<file path="config.mk">
export PLATFORM = sky130hd
export DESIGN_NAME = tour_cmd_seq
export DESIGN_NICKNAME = d
export VERILOG_FILES = /design/src/rtl/tour_cmd_seq_pkg.sv /design/src/rtl/tour_cmd_seq_decode.sv /design/src/rtl/tour_cmd_seq.sv
export SDC_FILE = /design/constraint.sdc
export NUM_CORES = 1
export LEC_CHECK = 0
export CORE_UTILIZATION = 25
export DETAILED_ROUTE_END_ITERATION = 12
export GPL_ROUTABILITY_DRIVEN = 0
export PLACE_DENSITY = 0.56
export SYNTH_ARGS = -nofsm -noshare
export SYNTH_HDL_FRONTEND = slang
export SYNTH_SLANG_ARGS = --single-unit
</file>
<file path="constraint.sdc">
create_clock -name clk -period 2.2 [get_ports clk]
set_input_delay 0.22 -clock clk [delete_from_list [all_inputs] [get_ports clk]]
set_output_delay 0.22 -clock clk [all_outputs]
set_load 0.005 [all_outputs]
</file>
<file path="src/rtl/tour_cmd_seq_pkg.sv">
// Shared types and constants for the tour command sequencer.
package tour_pkg;

    typedef enum logic [2:0] {
        S_IDLE  = 3'd0,
        S_LEG1  = 3'd1,
        S_WAIT1 = 3'd2,
        S_LEG2  = 3'd3,
        S_WAIT2 = 3'd4
    } state_t;

    localparam logic [3:0] OP_MOVE    = 4'h4;
    localparam logic [3:0] OP_FANFARE = 4'h5;

    localparam logic [7:0] HEAD_N = 8'h00;
    localparam logic [7:0] HEAD_W = 8'h3F;
    localparam logic [7:0] HEAD_S = 8'h7F;
    localparam logic [7:0] HEAD_E = 8'hBF;

    localparam logic [7:0] RESP_DONE = 8'hA5;
    localparam logic [7:0] RESP_BUSY = 8'h5A;

    // True when exactly one bit of the move vector is set.
    function automatic logic is_one_hot(input logic [7:0] v);
        return (v != 8'h00) && ((v & (v - 8'd1)) == 8'h00);
    endfunction

endpackage

</file>
<file path="src/rtl/tour_cmd_seq_decode.sv">
// Combinational decode of a one-hot knight move into its vertical and
// horizontal single-axis move commands (plain move opcode on both).
module tour_move_decode
    import tour_pkg::*;
(
    input  logic [7:0]  move,
    output logic [15:0] vert_cmd,
    output logic [15:0] horz_cmd,
    output logic        valid
);

    logic [7:0] vert_head;
    logic [3:0] vert_sq;
    logic [7:0] horz_head;
    logic [3:0] horz_sq;

    // Look up heading and square count for each axis of the knight move.
    always_comb begin
        vert_head = HEAD_N;
        vert_sq   = 4'd0;
        horz_head = HEAD_E;
        horz_sq   = 4'd0;
        case (move)
            8'h01: begin vert_head = HEAD_N; vert_sq = 4'd2; horz_head = HEAD_E; horz_sq = 4'd1; end
            8'h02: begin vert_head = HEAD_N; vert_sq = 4'd1; horz_head = HEAD_E; horz_sq = 4'd2; end
            8'h04: begin vert_head = HEAD_N; vert_sq = 4'd1; horz_head = HEAD_W; horz_sq = 4'd2; end
            8'h08: begin vert_head = HEAD_N; vert_sq = 4'd2; horz_head = HEAD_W; horz_sq = 4'd1; end
            8'h10: begin vert_head = HEAD_S; vert_sq = 4'd2; horz_head = HEAD_W; horz_sq = 4'd1; end
            8'h20: begin vert_head = HEAD_S; vert_sq = 4'd1; horz_head = HEAD_W; horz_sq = 4'd2; end
            8'h40: begin vert_head = HEAD_S; vert_sq = 4'd1; horz_head = HEAD_E; horz_sq = 4'd2; end
            8'h80: begin vert_head = HEAD_S; vert_sq = 4'd2; horz_head = HEAD_E; horz_sq = 4'd1; end
            default: begin end
        endcase
        valid    = is_one_hot(move);
        vert_cmd = {OP_MOVE, vert_head, vert_sq};
        horz_cmd = {OP_MOVE, horz_head, horz_sq};
    end

endmodule

</file>
<file path="src/rtl/tour_cmd_seq.sv">
// Tour command sequencer: replays the solved move list as two single-axis
// legs per knight move through the cmd/cmd_rdy handshake, or passes UART
// commands through when no tour is running.
module tour_cmd_seq
    import tour_pkg::*;
#(
    parameter int NUM_MOVES    = 24,
    parameter int IDX_W        = $clog2(NUM_MOVES),
    parameter int LEG_ORDER    = 0,
    parameter int FANFARE_MODE = 1
) (
    input  logic             clk,
    input  logic             rst,
    input  logic             start_tour,
    input  logic             abort,
    input  logic [7:0]       move,
    output logic [IDX_W-1:0] mv_indx,
    input  logic [15:0]      cmd_UART,
    input  logic             cmd_rdy_UART,
    output logic [15:0]      cmd,
    output logic             cmd_rdy,
    input  logic             clr_cmd_rdy,
    input  logic             send_resp,
    output logic [7:0]       resp,
    output logic             tour_busy,
    output logic             tour_done,
    output logic             mv_err
);

    state_t      state;
    state_t      next_state;
    logic [15:0] vert_cmd;
    logic [15:0] horz_cmd;
    logic        move_valid;
    logic        last_move;
    logic        fanfare_en;
    logic [15:0] leg1_cmd;
    logic [15:0] leg2_base;
    logic [15:0] leg2_cmd;
    logic        inc_idx;
    logic        set_err;
    logic        clear_err;
    logic        finish;

    tour_move_decode u_decode (
        .move     (move),
        .vert_cmd (vert_cmd),
        .horz_cmd (horz_cmd),
        .valid    (move_valid)
    );

    assign last_move  = (mv_indx == IDX_W'(NUM_MOVES - 1));
    assign fanfare_en = (FANFARE_MODE == 1) || ((FANFARE_MODE == 2) && last_move);
    assign leg1_cmd   = (LEG_ORDER == 0) ? vert_cmd : horz_cmd;
    assign leg2_base  = (LEG_ORDER == 0) ? horz_cmd : vert_cmd;
    assign leg2_cmd   = fanfare_en ? {OP_FANFARE, leg2_base[11:0]} : leg2_base;
    assign tour_busy  = (state != S_IDLE);

    // Next-state logic; abort outranks every other event outside IDLE.
    always_comb begin
        next_state = state;
        inc_idx    = 1'b0;
        set_err    = 1'b0;
        clear_err  = 1'b0;
        finish     = 1'b0;
        case (state)
            S_IDLE: begin
                if (start_tour && !abort) begin
                    clear_err  = 1'b1;
                    next_state = S_LEG1;
                end
            end
            S_LEG1: begin
                if (abort) begin
                    next_state = S_IDLE;
                end else if (!move_valid) begin
                    set_err    = 1'b1;
                    next_state = S_IDLE;
                end else if (clr_cmd_rdy) begin
                    next_state = S_WAIT1;
                end
            end
            S_WAIT1: begin
                if (abort)          next_state = S_IDLE;
                else if (send_resp) next_state = S_LEG2;
            end
            S_LEG2: begin
                if (abort)            next_state = S_IDLE;
                else if (clr_cmd_rdy) next_state = S_WAIT2;
            end
            S_WAIT2: begin
                if (abort) begin
                    next_state = S_IDLE;
                end else if (send_resp) begin
                    if (last_move) begin
                        finish     = 1'b1;
                        next_state = S_IDLE;
                    end else begin
                        inc_idx    = 1'b1;
                        next_state = S_LEG1;
                    end
                end
            end
            default: next_state = S_IDLE;
        endcase
    end

    // Output mux: UART passthrough in IDLE, leg commands while touring.
    always_comb begin
        cmd     = cmd_UART;
        cmd_rdy = 1'b0;
        resp    = RESP_BUSY;
        case (state)
            S_IDLE: begin
                cmd     = cmd_UART;
                cmd_rdy = cmd_rdy_UART;
                resp    = RESP_DONE;
            end
            S_LEG1: begin
                cmd     = leg1_cmd;
                cmd_rdy = move_valid && !abort;
            end
            S_WAIT1: begin
                cmd = leg1_cmd;
            end
            S_LEG2: begin
                cmd     = leg2_cmd;
                cmd_rdy = !abort;
                resp    = last_move ? RESP_DONE : RESP_BUSY;
            end
            S_WAIT2: begin
                cmd  = leg2_cmd;
                resp = last_move ? RESP_DONE : RESP_BUSY;
            end
            default: begin end
        endcase
    end

    // State register.
    always_ff @(posedge clk) begin
        if (rst) state <= S_IDLE;
        else     state <= next_state;
    end

    // Move index: returns to zero whenever the FSM heads back to IDLE.
    always_ff @(posedge clk) begin
        if (rst)                       mv_indx <= '0;
        else if (next_state == S_IDLE) mv_indx <= '0;
        else if (inc_idx)              mv_indx <= mv_indx + IDX_W'(1);
    end

    // Sticky illegal-move flag, cleared only by reset or a new tour.
    always_ff @(posedge clk) begin
        if (rst)            mv_err <= 1'b0;
        else if (clear_err) mv_err <= 1'b0;
        else if (set_err)   mv_err <= 1'b1;
    end

    // Completion pulse, high in the first IDLE cycle after a full tour.
    always_ff @(posedge clk) begin
        if (rst) tour_done <= 1'b0;
        else     tour_done <= finish;
    end

endmodule

</file>
==> impl_metrics.tcl, run 1 <==
set metrics [dict create \
    grt_usage_pct 14.8 \
    sw_frac_of_total_pct 26.7 \
    wl_per_cell_um 12.3 \
    worstHoldStart "mv_err" \
    rows 25 \
    synthArstFlopShare_pct 0 \
    syn-cell-area_mm2 0.00130 \
    nFillCells 511 \
    total_power_uw 619 \
    antenna_found_initial 0 \
    outcome "finished clean" \
    synth_cells 179 \
    synth_cell_types 49 \
    dp_hpwl_mm 3.19 \
    area_delta_synth_final_pct 71.2 \
    layout.cells.non_filler 325 \
    clkTransAtPathRegs_ns 0.04 \
    clock_skew_ns 0.000409 \
    min_to "mv_err" \
    grt_max_degree 21 \
    dieHeight_um 74.2 \
    initial_core_util_pct 26.7 \
    worstSetupPathType "reg2out" \
    power_switching_uw 166 \
    yosys.area.top_type_share_pct 15.4 \
    grt_pass1_vias 1418 \
    final_antenna_net_count 0 \
    crit_arrival_ns 1.85 \
    grt_pass1_wl_mm 6.47 \
    final_hold_viol_count 0 \
    ys.flop_type "dfxtp_1" \
    yosysTopAreaCell "dfxtp_1" \
    port_buffers 63 \
    cp_num_buf_inv 2 \
    drive_above_1_share_pct 24.4 \
    slowest_stage "clkdlybuf4s50_1" \
    path_cells "buf_6 -> o21ai_0 -> and2_4 -> or2_2 -> clkdlybuf4s50_1" \
    r2r-end "mv_indx[4]" \
    via_per_inst 4.75 \
    cts_tree "built" \
    synth_edf_count 0 \
    nets 292 \
    maxSlewHeadroom_pct 77.6 \
    htree_levels 1 \
    power_density_mw_per_mm2 277 \
    r2r_setup_slack_ns 0.35 \
    drt-total-wl_mm 4.01 \
    avgSynthCellArea_um2 7.28 \
    dieWidth_um 74.2 \
    cts-buffers-inserted 3 \
    cpLargestDelayFamily "buffers and inverters" \
    regArea_um2 205 \
    die_area_mm2 0.00551 \
    min_period_over_period_pct 94.2 \
    clkSinkCount 10 \
    cp-end-kind "output port" \
    post-route-min-period_ns 2.07 \
    synth.area.top_cells "dfxtp_1 (15%), nand2_1 (6.6%), a211oi_1 (5.2%)" \
    first_pass_iters 4 \
    multi_input_area_mm2 0.00100 \
    power_frac_clock_pct 30.0 \
    drv_slew 0 \
    hold-path-cell-count 1 \
    drc 0 \
    yosys_warnings 0 \
    reg2reg_depth 8 \
    tightest_slew_ns 0.332 \
    yosys_register_bits 10 \
    p_seq_share_pct 29.8 \
    critPathRequiredTime_ns 1.98 \
    synth_nets 211 \
    timing.rr.start "mv_indx[0]" \
    postLayoutSetupSlackWorst_ns 0.128 \
    dp_slack_ns -0.748 \
    antenna_cells 0 \
    cts_root_buf "clkbuf_8" \
    whs_ns 0.473 \
    min_path_type "reg2reg" \
    worst_skew_pair.late_latency_ns 0.23 \
    synth_most_common_cell "nand2_1" \
    rsz0062_at_grt "false" \
    internal_power_uw 453 \
    peakVddDrop_mv 0.147 \
    cp_max_fo 11 \
    ys_top_cells_by_count "nand2_1 (23), nor2_1 (18), o21ai_0 (12)" \
    cellLeakagePower_nw 0.918 \
    vias 1544 \
    fmax_mhz 483 \
    ios 64 \
    max_stage_delay_ns 0.49 \
    seq_area_frac_synth_pct 15.4 \
    drt_iter0_markers 79 \
    setup_viol 0 \
    p_comb_share_pct 40.2 \
    core_area_mm2 0.00488 \
    hold_buffers 0 \
    grt_overflow 0 \
    place_inst 319 \
    maxCapViolCount 0 \
    critPathLaunchType "register" \
    clockBufferDepth 2 \
]
cell usage in the layout, fill, tap and decap left out, types with 3 or more instances in the layout:
cell type,count
a211oi_1,6
a211oi_2,3
a21oi_1,9
buf_4,28
buf_6,3
clkbuf_8,3
clkdlybuf4s50_1,43
dfxtp_1,6
dfxtp_2,4
dlygate4sd2_1,10
dlymetal6s2s_1,7
inv_1,5
nand2_1,22
nand2b_1,5
nand3_1,3
nor2_1,17
nor2b_1,8
nor3_1,3
nor4b_4,3
o21ai_0,11
xnor2_1,4
xor2_1,6
worst register-to-register path: stages (launching register included):
cell and delay, ns:
dfxtp_2 0.36, ha_2 0.20, nand4b_1 0.19, buf_4 0.20, o211ai_1 0.15, o31ai_1 0.10, o311ai_2 0.28, buf_4 0.19
a21oi_1 0.07
metal layers:
metal | vias up | routed length (um) | track usage (%)
met5 | - | 0 | 0
met4 | 0 | 10 | 0.629
li1 | 797 | - | -
met1 | 707 | 1790 | 19.2
met3 | 2 | 200 | 3.39
met2 | 38 | 2010 | 26.2
sequential cells by signal (all words and copies together) (netlist names):
register   flops
mv_indx        5
tour_done      1
state          3
mv_err         1
through the flow:
step | setup TNS, ns | util [%] | cell area (um^2)
2_1_floorplan | 0 | - | 1300
3_3_place_gp | -5.91 | 42.5 | 2070
3_5_place_dp | -6.17 | 42.5 | 2070
4_1_cts | 0 | 45.3 | 2210
5_1_grt | 0 | 45.7 | 2230
6_report | 0 | 45.7 | 2230
cells by family after synthesis:
logic type / count (synthesis) / share of synthesized area [%]
xor gates and xnor gates: 10 / 6.72
AOI/OAI and AO/OA: 52 / 28.8
and+or+nand+nor: 81 / 33.7
adders and majority gates: 1 / 0.960
muxes: 1 / 0.768
buffers and inverters: 24 / 13.7
DFF: 10 / 15.4
worst max path at each step:
stage              from      end  slack (ns)  cells past startpoint
3_5_place_dp    move[6]   cmd[4]       -0.75                      7
6_report       state[0]  cmd[14]        0.13                      5
3_3_place_gp    move[6]   cmd[9]       -0.72                      7
4_1_cts         move[6]   cmd[9]       0.003                      9
5_1_grt        state[0]  cmd[14]        0.01                      5
2_1_floorplan   move[6]   cmd[4]        0.42                      6
power groups by stage:
stage	logic (mW)	clock network [mW]	registers (mW)
after floorplan	0.101	0	0.188
after global placement	0.244	0	0.187
after detailed placement	0.245	0	0.187
after CTS	0.252	0.193	0.184
after global routing	0.270	0.202	0.184
final	0.249	0.186	0.185
cell type report:
| class | instances | share of cell area, % |
|---|---|---|
| Tap cell | 67 | 3.76 |
| Sequential cell | 10 | 9.19 |
| Multi-Input combinational cell | 145 | 44.9 |
| Timing Repair Buffer | 94 | 39.3 |
| Clock buffer | 3 | 1.85 |
| Inverter | 6 | 1.01 |
what timing repair did:
| action | 4_1_cts | 5_1_grt |
|---|---|---|
| setup buffers | 3 | 0 |
| hold endpoints to repair | 0 | 0 |
| pin swaps | 2 | 3 |
| endpoints found under the setup margin | 17 | 11 |
| resized for setup | 41 | 14 |
No activity file was read; power rests on OpenSTA's default activity.
==> run 2: changes to the inputs <==
--- a/config.mk
+++ b/config.mk
@@ -5,10 +5,10 @@
 export SDC_FILE = /design/constraint.sdc
 export NUM_CORES = 1
 export LEC_CHECK = 0
-export CORE_UTILIZATION = 25
+export CORE_UTILIZATION = 41
 export DETAILED_ROUTE_END_ITERATION = 12
 export GPL_ROUTABILITY_DRIVEN = 0
-export PLACE_DENSITY = 0.56
+export PLACE_DENSITY = 0.83
 export SYNTH_ARGS = -nofsm -noshare
 export SYNTH_HDL_FRONTEND = slang
 export SYNTH_SLANG_ARGS = --single-unit
==> impl_metrics.tcl, run 2 (synthesized netlist as in run 1, its figures left out) <==
set metrics [dict create \
    outcome "finished clean" \
    wl_per_cell_um 13.5 \
    cp_max_fo 11 \
    cts_tree "built" \
    grt_overflow 0 \
    rows 20 \
    clkSinkCount 10 \
    worstHoldStart "mv_err" \
    min_to "mv_err" \
    peakVddDrop_mv 0.245 \
    final_hold_viol_count 0 \
    grt_pass1_vias 1476 \
    port_buffers 63 \
    ios 64 \
    power_frac_clock_pct 29.2 \
    internal_power_uw 436 \
    area_delta_synth_final_pct 72.9 \
    antenna_cells 0 \
    largest_reg_flops 5 \
    r2r-end "mv_indx[1]" \
    dp_hpwl_mm 2.91 \
    grt_pass1_wl_mm 6.33 \
    critPathRequiredTime_ns 1.98 \
    cts-buffers-inserted 3 \
    clockBufferDepth 2 \
    drive_above_1_share_pct 27.7 \
    nFillCells 226 \
    crit_arrival_ns 1.91 \
    total_power_uw 618 \
    place_inst 294 \
    cts_root_buf "clkbuf_4" \
    worstSetupPathType "reg2out" \
    largest-register "mv_indx" \
    via_per_inst 5.32 \
    power_switching_uw 183 \
    min_period_over_period_pct 96.7 \
    layout_commonest_cell "clkdlybuf4s50_1" \
    cp-end-kind "output port" \
    clkTransAtPathRegs_ns 0.08 \
    post-route-min-period_ns 2.13 \
    nets 293 \
    grt_max_degree 21 \
    setup_viol 0 \
    tightest_slew_ns 0.439 \
    vias 1618 \
    maxSlewHeadroom_pct 70.5 \
    p_comb_share_pct 41.3 \
    final_antenna_net_count 0 \
    drv_slew 0 \
    fmax_mhz 470 \
    die_area_mm2 0.00341 \
    core_area_mm2 0.00303 \
    sw_frac_of_total_pct 29.6 \
    dieWidth_um 58.4 \
    cellLeakagePower_nw 0.943 \
    hold-path-cell-count 1 \
    hold_buffers 0 \
    p_seq_share_pct 29.4 \
    maxCapViolCount 0 \
    critPathLaunchType "register" \
    largestRegisters "mv_indx x5, state x3" \
    power_density_mw_per_mm2 274 \
    clock_skew_ns 0.00319 \
    worst_skew_pair.late_latency_ns 0.28 \
    initial_core_util_pct 43.1 \
    dieHeight_um 58.4 \
    min_path_type "reg2reg" \
    drc 0 \
    timing.rr.start "mv_indx[0]" \
    drt_iter0_markers 118 \
    final_cell_mix "clkdlybuf4s50_1 (44), buf_4 (28), nand2_1 (22), nor2_1 (14), dlymetal6s2s_1 (11)" \
    layout.cells.non_filler 304 \
    htree_levels 1 \
    reg2reg_depth 8 \
    r2r_setup_slack_ns 0.31 \
    drt-total-wl_mm 4.11 \
    antenna_found_initial 0 \
    grt_usage_pct 23.9 \
    first_pass_iters 4 \
]
==> run 2: per-stage QoR <==
stage	utilization (%)	setup WS [ns]	hold slack, ns	TNS, ns	instance area, um^2
finish	74.5	0.0729	0.490	0	2250
CTS	70.4	-0.0924	0.484	-0.574	2130
floorplan	-	0.421	0.289	0	1300
global route	74.5	-0.0151	0.520	-0.0319	2250
global placement	67.4	-0.638	0.473	-5.07	2040
detailed placement	67.4	-0.722	0.454	-5.74	2040
==> run 2: cell type report <==
type,instances,area (um^2),share of cell area (%)
Multi-Input combinational cell,145,1030,45.8
Timing Repair Buffer,95,897,39.8
Sequential cell,10,211,9.38
Tap cell,44,55.1,2.44
Clock buffer,4,36.3,1.61
Inverter,6,22.5,0.999
==> run 2: layer usage <==
layer	share of wire (%)	vias to the layer above	global-route usage [%]
li1	-	804	-
met4	1.2	0	12.2
met3	6.0	5	4.62
met5	0	-	0
met2	50	56	40.1
met1	43	753	29.1
==> run 2: worst max-delay path by stage <==
| stage | startpoint | slack (ns) | end |
|---|---|---|---|
| 2_1_floorplan | move[6] | 0.42 | cmd[4] |
| 3_3_place_gp | move[7] | -0.64 | cmd[4] |
| 3_5_place_dp | move[6] | -0.72 | cmd[4] |
| 4_1_cts | move[5] | -0.09 | cmd[4] |
| 5_1_grt | state[1] | -0.02 | cmd[5] |
| 6_report | state[0] | 0.07 | resp[7] |
==> run 2: timing repair <==
item,CTS,global route
setup endpoints to repair,16,20
setup buffers,2,4
hold endpoints to repair,0,0
gates resized for setup,23,43
gates cloned,0,0
pin swaps,7,7
==> run 2: power groups by stage <==
stage               Clock [mW]  Sequential (mW)  Combinational, mW
finish                   0.181            0.182              0.256
global route             0.190            0.182              0.276
CTS                      0.179            0.183              0.247
detailed placement           0            0.187              0.242
global placement             0            0.188              0.239
floorplan                    0            0.188              0.101
==> run 2: critical path: stages, from the launching register on <==
cell	delay, ns
dfxtp_4	0.39
buf_6	0.16
nor2b_1	0.18
nand2_1	0.09
o21a_2	0.24
inv_2	0.07
clkdlybuf4s50_1	0.49
==> run 3: changes to the inputs <==
--- a/config.mk
+++ b/config.mk
@@ -8,6 +8,7 @@
 export CORE_UTILIZATION = 41
 export DETAILED_ROUTE_END_ITERATION = 12
 export GPL_ROUTABILITY_DRIVEN = 0
+export MAX_ROUTING_LAYER = met4
 export PLACE_DENSITY = 0.83
 export SYNTH_ARGS = -nofsm -noshare
 export SYNTH_HDL_FRONTEND = slang
==> impl_metrics.tcl, run 3 (synthesized netlist as in run 1, its figures left out) <==
set metrics [dict create \
    via_per_inst 5.31 \
    area_delta_synth_final_pct 72.9 \
    nets 293 \
    final_hold_viol_count 0 \
    clkTransAtPathRegs_ns 0.08 \
    drv_slew 0 \
    antenna_found_initial 0 \
    final_cell_mix "clkdlybuf4s50_1 (44), buf_4 (28), nand2_1 (22), nor2_1 (14), dlymetal6s2s_1 (11)" \
    power_density_mw_per_mm2 275 \
    cp_max_fo 11 \
    largest-register "mv_indx" \
    met3_usage_pct 4.40 \
    min_period_over_period_pct 96.7 \
    worstSetupPathType "reg2out" \
    largest_reg_flops 5 \
    fin_util_pct 74.5 \
    initial_core_util_pct 43.1 \
    critPathLaunchType "register" \
    first_pass_iters 4 \
    ios 64 \
    rows 20 \
    slowest_stage "clkdlybuf4s50_1" \
    regArea_um2 211 \
    cts_root_buf "clkbuf_4" \
    clock_skew_ns 0.00294 \
    peakVddDrop_mv 0.244 \
    post-route-min-period_ns 2.13 \
    vias 1615 \
    cellLeakagePower_nw 0.943 \
    grt_usage_pct 24.7 \
    max_stage_delay_ns 0.49 \
    r2r_setup_slack_ns 0.31 \
    drt-total-wl_mm 4.12 \
    met1_usage_pct 29.5 \
    maxCapViolCount 0 \
    cts-buffers-inserted 3 \
    nFillCells 226 \
    clockBufferDepth 2 \
    multi_input_area_mm2 0.00103 \
    grt_pass1_wl_mm 6.34 \
    core_area_mm2 0.00303 \
    wl_per_cell_um 13.6 \
    fmax_mhz 470 \
    crit_arrival_ns 1.91 \
    drt_iter0_markers 87 \
    drc 0 \
    setup_viol 0 \
    tightest_slew_ns 0.440 \
    grt_overflow 0 \
    path_cells "buf_6 -> nor2b_1 -> nand2_1 -> o21a_2 -> inv_2 -> clkdlybuf4s50_1" \
    whs_ns 0.489 \
    drive_above_1_share_pct 27.7 \
    min_path_type "reg2reg" \
    layout_commonest_cell "clkdlybuf4s50_1" \
    maxSlewHeadroom_pct 70.4 \
    htree_levels 1 \
    use_met2_pct 39.9 \
    largestRegisters "mv_indx x5, state x3" \
    grt_pass1_vias 1472 \
    cts_tree "built" \
    dieHeight_um 58.4 \
    die_area_mm2 0.00341 \
    busiest_layer "met2" \
    clkSinkCount 10 \
    total_power_uw 619 \
    critPathRequiredTime_ns 1.98 \
    cp-end-kind "output port" \
    final_antenna_net_count 0 \
    dp_hpwl_mm 2.91 \
    dieWidth_um 58.4 \
    outcome "finished clean" \
    worst_skew_pair.late_latency_ns 0.29 \
    port_buffers 63 \
    antenna_cells 0 \
    grt_max_degree 21 \
]
[run 3: worst paths after layout]
check              from         end  depth (start not counted)
max            state[0]     resp[7]                          6
min reg2reg      mv_err      mv_err                          1
max reg2reg  mv_indx[0]  mv_indx[1]                          8
min              mv_err      mv_err                          1
[run 3: stage by stage]
step                worst slack [ns]  TNS (ns)  instances  cell area (um^2)
global placement              -0.638     -5.07        294              2040
finish                        0.0721         0        304              2250
global route                 -0.0151   -0.0319        304              2250
floorplan                      0.421         0        179              1300
CTS                          -0.0924    -0.574        300              2130
detailed placement            -0.722     -5.74        294              2040
[run 3: critical path, delay by kind of cell (launching register included)]
kind,cells,cell delay (ns)
compound gates,1,0.24
buf+inv,3,0.72
flops,1,0.39
simple gates,2,0.27
[run 3: final cells by class]
| cell class | instances | share of cell area, % |
|---|---|---|
| Tap cell | 44 | 2.44 |
| Sequential cell | 10 | 9.38 |
| Timing Repair Buffer | 95 | 39.8 |
| Clock buffer | 4 | 1.61 |
| Multi-Input combinational cell | 145 | 45.8 |
| Inverter | 6 | 0.999 |
[run 3: what timing repair did]
item                                    4_1_cts  5_1_grt
hold buffers                                  0        0
endpoints found under the setup margin       16       20
setup buffers                                 2        4
pin swaps                                     7        7
gates resized for setup                      23       43
[run 3: routing by layer]
metal | vias up | wire (um) | share of wire, %
met4 | 0 | 46 | 1.1
met1 | 754 | 1770 | 43
met3 | 5 | 256 | 6.2
met5 | - | 0 | 0
li1 | 802 | - | -
met2 | 54 | 2050 | 50
[run 3: power by group]
part | total [mW] | internal, mW | switching [mW] | leakage [nW]
Sequential | 0.182 | 0.180 | 0.00178 | 0.0838
Combinational | 0.256 | 0.155 | 0.101 | 0.838
Clock | 0.181 | 0.101 | 0.0805 | 0.0210
Total | 0.619 | 0.436 | 0.183 | 0.943
